--- src/rtl/rf_arb_pkg.sv ---
// Shared types for the register-file write arbiter: FSM state, x0 address and
// the registered write bundle.
package rf_arb_pkg;

    typedef enum logic [1:0] {
        ARB_IDLE,
        ARB_WAIT,
        ARB_FORCE
    } arb_state_e;

    localparam int unsigned X0_ADDR   = 0;

    // Widths of the registered write bundle; the arbiter is built to match these.
    localparam int unsigned RF_DATA_W = 32;
    localparam int unsigned RF_ADDR_W = 5;

    typedef struct packed {
        logic                 we;
        logic [RF_ADDR_W-1:0] addr;
        logic [RF_DATA_W-1:0] data;
    } rf_wr_t;

endpackage

--- src/rtl/rf_write_arbiter_if.sv ---
// Bus between the writers (pipeline writeback, multi-cycle unit) and the
// register-file write arbiter. RF_ARB_PERF_EN adds the two performance counters.
interface rf_write_arbiter_if #(
    parameter int unsigned WIDTH = 32,
    parameter int unsigned RD    = 5
);
    logic             wb_valid_i;
    logic [RD-1:0]    wb_addr_i;
    logic [WIDTH-1:0] wb_data_i;
    logic             mc_valid_i;
    logic [RD-1:0]    mc_addr_i;
    logic [WIDTH-1:0] mc_data_i;
    logic             mc_ready_o;
    logic             rf_we_o;
    logic [RD-1:0]    rf_waddr_o;
    logic [WIDTH-1:0] rf_wdata_o;
    logic             stall_pipe_o;
`ifdef RF_ARB_PERF_EN
    logic [15:0]      conflict_cnt_o;
    logic [15:0]      force_cnt_o;

    modport master (
        output wb_valid_i, wb_addr_i, wb_data_i, mc_valid_i, mc_addr_i, mc_data_i,
        input  mc_ready_o, rf_we_o, rf_waddr_o, rf_wdata_o, stall_pipe_o,
        input  conflict_cnt_o, force_cnt_o
    );

    modport slave (
        input  wb_valid_i, wb_addr_i, wb_data_i, mc_valid_i, mc_addr_i, mc_data_i,
        output mc_ready_o, rf_we_o, rf_waddr_o, rf_wdata_o, stall_pipe_o,
        output conflict_cnt_o, force_cnt_o
    );
`else
    modport master (
        output wb_valid_i, wb_addr_i, wb_data_i, mc_valid_i, mc_addr_i, mc_data_i,
        input  mc_ready_o, rf_we_o, rf_waddr_o, rf_wdata_o, stall_pipe_o
    );

    modport slave (
        input  wb_valid_i, wb_addr_i, wb_data_i, mc_valid_i, mc_addr_i, mc_data_i,
        output mc_ready_o, rf_we_o, rf_waddr_o, rf_wdata_o, stall_pipe_o
    );
`endif
endinterface

--- src/rtl/rf_arb_wait_counter.sv ---
// Saturating count of consecutive cycles the multi-cycle unit has been blocked.
// thresh flags that the next increment reaches MAX_WAIT; it is derived from the
// registered count only, so the FSM can use it without a combinational loop.
module rf_arb_wait_counter #(
    parameter int unsigned MAX_WAIT = 8,
    localparam int unsigned CNT_W   = $clog2(MAX_WAIT + 1)
) (
    input  logic clk_i,
    input  logic rst_ni,
    input  logic clr,
    input  logic inc,
    output logic thresh
);

    logic [CNT_W-1:0] count_q, count_d;

    // Next count: clear wins, increment saturates at MAX_WAIT.
    always_comb begin
        count_d = count_q;
        if (clr) begin
            count_d = '0;
        end else if (inc && (count_q != CNT_W'(MAX_WAIT))) begin
            count_d = count_q + 1'b1;
        end
    end

    // Count register with synchronous reset.
    always_ff @(posedge clk_i) begin
        if (!rst_ni) begin
            count_q <= '0;
        end else begin
            count_q <= count_d;
        end
    end

    assign thresh = (count_q >= CNT_W'(MAX_WAIT - 1));

endmodule

--- src/rtl/rf_write_arbiter.sv ---
// Register-file write arbiter: WB has fixed priority, MC uses valid/ready, the
// winning write is registered one cycle before reaching the RF, writes to x0
// are filtered, and a starvation FSM stalls the pipeline so MC makes progress.
// Optional macro RF_ARB_PERF_EN adds saturating conflict/force counters.
module rf_write_arbiter
    import rf_arb_pkg::*;
#(
    parameter int unsigned WIDTH    = 32,
    parameter int unsigned RD       = 5,
    parameter int unsigned MAX_WAIT = 8
) (
    input  logic               clk_i,
    input  logic               rst_ni,
    rf_write_arbiter_if.slave  bus
);

    // The registered bundle type is fixed by the package widths.
    if ((WIDTH != RF_DATA_W) || (RD != RF_ADDR_W)) begin : g_width_check
        $error("rf_write_arbiter: WIDTH/RD must match rf_arb_pkg widths");
    end

    logic       wb_eff, mc_ready, mc_xfer, mc_blocked;
    logic       cnt_clr, cnt_inc, cnt_thresh;
    logic       stall_q;
    arb_state_e state_q, state_d;
    rf_wr_t     rf_q, rf_d;

    // Request qualification; mc_ready deliberately ignores mc_valid_i.
    always_comb begin
        wb_eff     = bus.wb_valid_i && (bus.wb_addr_i != RD'(X0_ADDR));
        mc_ready   = rst_ni && !wb_eff;
        mc_xfer    = bus.mc_valid_i && mc_ready;
        mc_blocked = bus.mc_valid_i && !mc_ready;
    end

    // Grant selection; address/data hold when nobody is granted.
    always_comb begin
        rf_d    = rf_q;
        rf_d.we = 1'b0;
        if (wb_eff) begin
            rf_d.we   = 1'b1;
            rf_d.addr = bus.wb_addr_i;
            rf_d.data = bus.wb_data_i;
        end else if (mc_xfer) begin
            // x0 results complete the handshake but never write.
            rf_d.we   = (bus.mc_addr_i != RD'(X0_ADDR));
            rf_d.addr = bus.mc_addr_i;
            rf_d.data = bus.mc_data_i;
        end
    end

    // Starvation FSM next state and counter control.
    always_comb begin
        state_d = state_q;
        cnt_clr = 1'b0;
        cnt_inc = 1'b0;
        unique case (state_q)
            ARB_IDLE: begin
                if (mc_blocked) begin
                    cnt_inc = 1'b1;
                    state_d = cnt_thresh ? ARB_FORCE : ARB_WAIT;
                end
            end
            ARB_WAIT: begin
                // A dropped mc_valid_i is a protocol violation; just recover.
                if (mc_xfer || !bus.mc_valid_i) begin
                    cnt_clr = 1'b1;
                    state_d = ARB_IDLE;
                end else begin
                    cnt_inc = 1'b1;
                    if (cnt_thresh) begin
                        state_d = ARB_FORCE;
                    end
                end
            end
            ARB_FORCE: begin
                // WB keeps priority for the in-flight cycle after the stall rises.
                if (mc_xfer || !bus.mc_valid_i) begin
                    cnt_clr = 1'b1;
                    state_d = ARB_IDLE;
                end else begin
                    cnt_inc = 1'b1;
                end
            end
            default: begin
                cnt_clr = 1'b1;
                state_d = ARB_IDLE;
            end
        endcase
    end

    rf_arb_wait_counter #(
        .MAX_WAIT (MAX_WAIT)
    ) u_wait_cnt (
        .clk_i  (clk_i),
        .rst_ni (rst_ni),
        .clr    (cnt_clr),
        .inc    (cnt_inc),
        .thresh (cnt_thresh)
    );

    // State, stall and RF write registers with synchronous reset.
    always_ff @(posedge clk_i) begin
        if (!rst_ni) begin
            state_q <= ARB_IDLE;
            stall_q <= 1'b0;
            rf_q    <= '0;
        end else begin
            state_q <= state_d;
            stall_q <= (state_d == ARB_FORCE);
            rf_q    <= rf_d;
        end
    end

    assign bus.mc_ready_o   = mc_ready;
    assign bus.rf_we_o      = rf_q.we;
    assign bus.rf_waddr_o   = rf_q.addr;
    assign bus.rf_wdata_o   = rf_q.data;
    assign bus.stall_pipe_o = stall_q;

`ifdef RF_ARB_PERF_EN
    logic [15:0] conflict_q, force_q;

    // Saturating event counters: WB/MC conflicts and entries into FORCE.
    always_ff @(posedge clk_i) begin
        if (!rst_ni) begin
            conflict_q <= '0;
            force_q    <= '0;
        end else begin
            if (wb_eff && bus.mc_valid_i && (conflict_q != 16'hFFFF)) begin
                conflict_q <= conflict_q + 16'd1;
            end
            if ((state_q != ARB_FORCE) && (state_d == ARB_FORCE) && (force_q != 16'hFFFF)) begin
                force_q <= force_q + 16'd1;
            end
        end
    end

    assign bus.conflict_cnt_o = conflict_q;
    assign bus.force_cnt_o    = force_q;
`endif

endmodule

--- src/flat_wrapper.sv ---
// flat-port wrapper written by rule: the top's interface ports become plain ports
module rf_write_arbiter_flat import rf_arb_pkg::*;
#(
    parameter int unsigned WIDTH    = 32,
    parameter int unsigned RD       = 5,
    parameter int unsigned MAX_WAIT = 8
)
  (clk_i, rst_ni, bus_wb_valid_i, bus_wb_addr_i, bus_wb_data_i, bus_mc_valid_i, bus_mc_addr_i, bus_mc_data_i, bus_mc_ready_o, bus_rf_we_o, bus_rf_waddr_o, bus_rf_wdata_o, bus_stall_pipe_o);
  rf_write_arbiter_if #(.WIDTH(WIDTH), .RD(RD)) bus_i ();
  input  logic clk_i;
  input  logic rst_ni;
  input wire logic [$bits(bus_i.wb_valid_i)-1:0] bus_wb_valid_i;
  input wire logic [$bits(bus_i.wb_addr_i)-1:0] bus_wb_addr_i;
  input wire logic [$bits(bus_i.wb_data_i)-1:0] bus_wb_data_i;
  input wire logic [$bits(bus_i.mc_valid_i)-1:0] bus_mc_valid_i;
  input wire logic [$bits(bus_i.mc_addr_i)-1:0] bus_mc_addr_i;
  input wire logic [$bits(bus_i.mc_data_i)-1:0] bus_mc_data_i;
  output wire logic [$bits(bus_i.mc_ready_o)-1:0] bus_mc_ready_o;
  output wire logic [$bits(bus_i.rf_we_o)-1:0] bus_rf_we_o;
  output wire logic [$bits(bus_i.rf_waddr_o)-1:0] bus_rf_waddr_o;
  output wire logic [$bits(bus_i.rf_wdata_o)-1:0] bus_rf_wdata_o;
  output wire logic [$bits(bus_i.stall_pipe_o)-1:0] bus_stall_pipe_o;
  assign bus_i.wb_valid_i = bus_wb_valid_i;
  assign bus_i.wb_addr_i = bus_wb_addr_i;
  assign bus_i.wb_data_i = bus_wb_data_i;
  assign bus_i.mc_valid_i = bus_mc_valid_i;
  assign bus_i.mc_addr_i = bus_mc_addr_i;
  assign bus_i.mc_data_i = bus_mc_data_i;
  assign bus_mc_ready_o = bus_i.mc_ready_o;
  assign bus_rf_we_o = bus_i.rf_we_o;
  assign bus_rf_waddr_o = bus_i.rf_waddr_o;
  assign bus_rf_wdata_o = bus_i.rf_wdata_o;
  assign bus_stall_pipe_o = bus_i.stall_pipe_o;
  rf_write_arbiter #(.WIDTH(WIDTH), .RD(RD), .MAX_WAIT(MAX_WAIT)) u_core (.clk_i(clk_i), .rst_ni(rst_ni), .bus(bus_i));
endmodule
--- config.mk ---
export PLATFORM = sky130hd
export DESIGN_NAME = rf_write_arbiter_flat
export DESIGN_NICKNAME = d
export VERILOG_FILES = /design/src/rtl/rf_arb_pkg.sv /design/src/rtl/rf_write_arbiter_if.sv /design/src/rtl/rf_arb_wait_counter.sv /design/src/rtl/rf_write_arbiter.sv /design/src/flat_wrapper.sv
export SDC_FILE = /design/constraint.sdc
export NUM_CORES = 1
export LEC_CHECK = 0
export BUFFER_PORTS_ARGS = -buffer_cell sky130_fd_sc_hd__buf_4
export CAP_MARGIN = 10
export CORE_ASPECT_RATIO = 0.8
export CORE_MARGIN = 5
export CORE_UTILIZATION = 40
export DETAILED_ROUTE_END_ITERATION = 16
export GPL_TIMING_DRIVEN = 0
export PLACE_DENSITY = 0.71
export SLEW_MARGIN = 30
export SYNTH_ARGS = -nofsm -noshare
export SYNTH_HDL_FRONTEND = slang
export SYNTH_HIERARCHICAL = 1
export SYNTH_SLANG_ARGS = --single-unit
export TNS_END_PERCENT = 10
--- constraint.sdc ---
create_clock -name clk_i -period 3.6 [get_ports clk_i]
set_clock_uncertainty 0.15 [all_clocks]
set_input_delay 0.72 -clock clk_i [delete_from_list [all_inputs] [get_ports clk_i]]
set_output_delay 0.72 -clock clk_i [all_outputs]
set_load 0.05 [all_outputs]
---- After elaboration in Yosys (flattened, before gate mapping) ----
Cells that the tools add are included.
storage, ports and cells
  flip-flop bits (word level) ............. 45
  input bits .............................. 78
  output and inout port bits .............. 40
  word-level logic and storage cells ...... 41
operators by class
  $add $sub $neg .......................... 1
  magnitude comparators ................... 1
  equality and inequality tests ........... 4
  muxes and demuxes ....................... 13
  bitwise gates (word level) .............. 1
  reduce and logical (&&, ||, !) cells .... 15
operators with widths
  operator                                                           count
  2-to-1 mux 38 bit                                                  2
  2-to-1 mux 2 bit                                                   5
  nonzero test 5 bit                                                 2
  case mux 2 bit (3 select lines)                                    1
  logical AND 1 bit                                                  5
  adder 4 x 1 -> 4 bit, second input constant                        1
  equality test 2 bit, second input constant                         2
  greater-or-equal comparator 4 x 3 -> 1 bit, second input constant  1
  inequality test 4 bit, second input constant                       1
  case mux 1 bit (2 select lines)                                    2
  OR reduction 2 bit                                                 2
  zero test 1 bit                                                    3
  2-to-1 mux 1 bit                                                   3
  equality test 2 x 1 -> 1 bit, second input constant                1
  zero test 2 bit                                                    1
  nonzero test 2 bit                                                 1
  logical OR 1 bit                                                   1
  NOT 1 bit                                                          1

---- Logic depth before layout (Yosys ltp) ----
  depth after elaboration ................. 9
  gate-level depth with buffers ........... 7
  mapped depth without buffers ............ 7

---- By module ----
The synthesis kept the hierarchy.
modules (own cells, without submodules)
  module               times used  cells each  area each (µm²)  seq. area each (µm²)
  rf_write_arbiter     1           201         2068.2           820.8
  rf_arb_wait_counter  1           25          227.7            80.1

---- Worst setup path after synthesis ----
OpenSTA, ideal clock, no wires.
  path type ............................... in2out
  start point ............................. input bus_wb_addr_i[3]
  end point ............................... output bus_mc_ready_o
  arrival time ............................ 2.012 ns
  required time ........................... 2.730 ns
  setup slack ............................. 0.718 ns
  stages on the path ...................... 5
  path buffers ............................ 2
  cell sequence ........................... or3_4 > o31ai_4 > buf_6 > buf_6 > and2_1
between the ends
  cells in the longest elaborated chain, start to end .. 4
RTL lines
  item                RTL line                RTL
  start, declared     flat_wrapper.sv:13      input wire logic [$bits(bus_i.wb_addr_i)-1:0] bus_wb_addr_i;
  nonzero test 5 bit  rf_write_arbiter.sv:30  wb_eff = bus.wb_valid_i && (bus.wb_addr_i != RD'(X0_ADDR));
  logical AND 1 bit   rf_write_arbiter.sv:30
  zero test 1 bit     rf_write_arbiter.sv:31  mc_ready = rst_ni && !wb_eff;
  logical AND 1 bit   rf_write_arbiter.sv:31
  end, declared       flat_wrapper.sv:18      output wire logic [$bits(bus_i.mc_ready_o)-1:0] bus_mc_ready_o;
Every way passes these cells.

---- Worst setup path in the final report ----
Ends and elaborated chain as after synthesis.

==> results.md <==
- The unique cell type count in the Yosys netlist is 36.
- The worst register-to-register path has a setup slack of 1.42 ns.
- Max-cap violations in this run came to 0.
- The final sum of negative setup slack is 0 ns.
- The commonest non-fill, non-tap cell in the layout is sky130_fd_sc_hd__buf_4.
- The post-synthesis share of cell area spent on and, or, nand and nor gates is 11.4%.
- The post-synthesis compound-gate area fraction is 21.7%.
- The routed wire length is ~6.7 mm.
- VDD sags by at most 0.256 mV.
- The largest single stage delay on the critical path is 0.41 ns.
- The global placement routability congestion is 0.760.
- Grouping stages by cell kind, the critical path spends the most delay in buffers and inverters.
- The arithmetic-cell share of the synthesized area counting full adders, half adders and majority gates is ~3.3%.
- The standard cell with the maximum stage delay on the critical path is sky130_fd_sc_hd__or3_4.
- The H-tree was split into 2 levels.
- The total grt overflow is 0.
- The data required time at the worst endpoint is 2.73 ns.
- The synthesized netlist net count is 310.
- Relative to the synthesized area, the layout overhead comes to 46.9%.
- Summed over all nets, the half-perimeter wirelength after detailed placement is 5.20 mm.
- The post-layout minimum cycle time is between 2 and 3 ns.
- Row generation in the floorplan step produced 24 rows.
- After layout, the worst setup slack is between 0.6 and 0.7 ns.
- The quantity of gates resized following cts is 0.
- Of the available clock period, the critical path in the final layout requires 83.1%.
- The worst-case clock buffer depth is 2.
- The flow ran to the end, and the final reports show no timing, DRC or antenna violations.
- The initial DRC count is 69.
- The setup path with the least slack is of type input pin to primary output.
- 118 I/O pins were placed.
- The pre-antenna-repair detailed-routing pass consisted of 5 iterations.
- In the synthesized netlist, mux cells make up between 10% and 20% of the area.
- The core region is 5530 um2.
- The classification of the worst-slack hold path is register to register.
- Overall power consumption after layout is estimated at about 1.3 mW.
- The signal arrival time at the worst endpoint is 2.12 ns.
- After synthesis, the largest family of logic cells by area is compound AO/OA/AOI/OAI gates.
- The post-detailed-placement cell area is between 3000 and 4000 um2.
- For this block, the via count after detailed routing is approximately 2100.
- Entering global routing, the biggest net connects 14 pins.
- In the post-synthesis netlist, the biggest area contributors are sky130_fd_sc_hd__dfxtp_1 39%, sky130_fd_sc_hd__mux2i_1 15%, sky130_fd_sc_hd__a211oi_2 11%.
- The library cell with the largest summed area after synthesis is sky130_fd_sc_hd__dfxtp_1.
- The number of buffers and inverters on the critical path is 4.
- Of all nets on the critical path, the largest fanout is 10.
- For this run, the number of Yosys warnings is 6.
- At the placement stage, the worst setup path has a slack of 0.600 ns.
- The layout net count is about 430.
- The clock tree from TritonCTS is built.
- The diode insertion count for antenna repair is 0.
- The initial antenna violation count came to 0.
- Once detail routing completed, the nets flagged for antenna violations numbered 0.
- At the pin with the least slew margin, the transition time is 0.777 ns.
- The height of the die is 77.8 um.
- In the layout the commonest cells are 119 x sky130_fd_sc_hd__buf_4, 45 x sky130_fd_sc_hd__dfxtp_1, 39 x sky130_fd_sc_hd__nor2_1.
- The register clock-pin slew on the reported worst setup and hold paths is 0.09 ns.
- The wire length of the first global-routing pass is 10.5 mm.
- The worst setup path is captured at a primary output.
- The fill cell total of the finished layout is between 500 and 600.
- The total count of hold-check failures in the final report is 0.
- After Yosys synthesis, XOR and XNOR cells account for 0.381% of the synthesized area.
- Buffers inserted to repair hold after CTS numbered 0.
- The worst pin sits at a relative slew slack of between 40% and 50%.
- For this design the static power due to leakage is 1.58 nW.
- After routing the design area is 3370 um2.
- Setup repair after global routing left no endpoint under its margin.
- Counting flops with a built-in enable in the synthesized netlist gives 0.
- Across the whole layout, storage elements account for 901 um2.
- The average wire per standard cell is 15.6 um.
- The die is 94.7 um wide.
- The proportion of layout cells with a drive suffix above 1 is 47.3%.
- The leading register cell type out of synthesis is sky130_fd_sc_hd__dfxtp_1.
- In this run the tool buffered the top-level ports with 117 buffer cells.
- The category of the worst setup path launch point is an input pin.
- The number of clock sinks is 45.
- The synthesized design devotes to its leading area cell type 39.2% of total area.
- The initial standard-cell utilization of the core is around two fifths.
- The cell sitting at the root of the clock tree is a sky130_fd_sc_hd__clkbuf_8.
- The synthesized netlist cell count is 226.
- The number of max-slew violations in the final report came to 0.
- The multi-input gate area in the final layout is 1250 um2.
- Traced cell by cell, the critical path runs through buf_4 -> or3_4 -> o31ai_4 -> buf_6 -> buf_6 -> and2_1 -> buf_4.
- Using the TritonRoute via totals, the vias-per-cell ratio works out to 4.93.
- The mean cell area of the mapped netlist is 10.2 um2.
- The maximum clock frequency is 334 MHz.
- The via count of the first global-routing pass is 2158.
- The clock latency on the worst-skew pair is between 0.2 and 0.3 ns.
- Global routing used 17.8% of the available tracks across all layers.
- The residual DRC count is 0.
- The power density normalized to cell area is approximately 380 nW/um2.
- In the synthesized netlist the async set-or-reset flop fraction comes to 0%.
- The flip-flop and latch count after synthesis is 45.
- The netlist area before placement is 2300 um2.
- The final number of setup-violating endpoints is 0.
- Clock tree synthesis inserted a total of 5 buffers.
- The die area is 7360 um2.
- After clock tree synthesis, the setup repair step added 0 buffers.
- The sequential fraction of the synthesis area is 39.2%.
## worst register-to-register path: stages (launching register included)
cell	delay [ns]
sky130_fd_sc_hd__dfxtp_1	0.42
sky130_fd_sc_hd__inv_1	0.09
sky130_fd_sc_hd__ha_1	0.32
sky130_fd_sc_hd__nor2_1	0.05
sky130_fd_sc_hd__nor3_1	0.36
sky130_fd_sc_hd__bufinv_8	0.27
sky130_fd_sc_hd__or3_1	0.33
sky130_fd_sc_hd__a21oi_1	0.14
## cell usage after synthesis (all sizes together) (2+ instances only)
| master | instances |
|---|---|
| dfxtp | 45 |
| nor2 | 39 |
| a211oi | 35 |
| mux2i | 35 |
| buf | 12 |
| a21oi | 6 |
| ha | 6 |
| inv | 6 |
| o21ai | 6 |
| mux2 | 5 |
| clkbuf | 4 |
| nand2 | 3 |
| or3 | 3 |
| a22oi | 2 |
| nand2b | 2 |
| nor3 | 2 |
## state kept, by name, indices dropped and copies added, names as in the netlist
name,flops
u_core/bus.rf_wdata_o,32
u_core/bus.rf_waddr_o,5
u_core/u_wait_cnt/count_q,4
u_core/state_q,2
u_core/bus.rf_we_o,1
u_core/bus.stall_pipe_o,1
## routing by layer
| layer | vias up | track usage (%) | wire length, um | part of all wire (%) |
|---|---|---|---|---|
| li1 | 1066 | - | - | - |
| met4 | 0 | 5.04 | 70 | 1.0 |
| met5 | - | 0 | 0 | 0 |
| met3 | 6 | 6.29 | 632 | 9.5 |
| met1 | 959 | 23.0 | 3000 | 45 |
| met2 | 86 | 28.0 | 2980 | 45 |
## cell families (layout without fill, tap and decap cells)
group           Yosys count  count (layout)
compound gates           54              54
xor+xnor                  1               1
fa+ha+maj                 6               6
buf+inv                  23             148
flops                    45              45
mux                      40              40
simple gates             57              57
## layout make-up
type,count,share of cell area [%]
Inverter,7,1.19
Clock inverter,1,0.148
Multi-Input combinational cell,158,37.1
Timing Repair Buffer,117,26.0
Tap cell,78,2.89
Clock buffer,7,2.86
Sequential cell,45,26.7
Buffer,16,3.08
## path summary, 6_finish.rpt
kind,startpoint,end,cells after the start
setup / recovery,bus_wb_addr_i[3],bus_mc_ready_o,7
hold / removal,u_core/u_wait_cnt/count_q[2],u_core/u_wait_cnt/count_q[2],2
setup reg to reg,u_core/state_q[0],u_core/u_wait_cnt/count_q[0],7
hold reg to reg,u_core/u_wait_cnt/count_q[2],u_core/u_wait_cnt/count_q[2],2
## where the power goes
| part | internal (mW) | switching, mW | leakage (nW) | total, mW |
|---|---|---|---|---|
| clock | 0.174 | 0.169 | 0.0542 | 0.342 |
| sequential | 0.533 | 0.0202 | 0.374 | 0.554 |
| combinational | 0.165 | 0.232 | 1.15 | 0.397 |
## stage by stage
step	instances	hold slack (ns)	util, %
5_1_grt	429	0.378	61.1
6_report	429	0.352	61.1
3_5_place_dp	421	0.344	59.2
3_3_place_gp	421	0.345	59.2
2_1_floorplan	226	0.321	-
4_1_cts	429	0.358	61.1
Power figures use the tool's default switching activity.
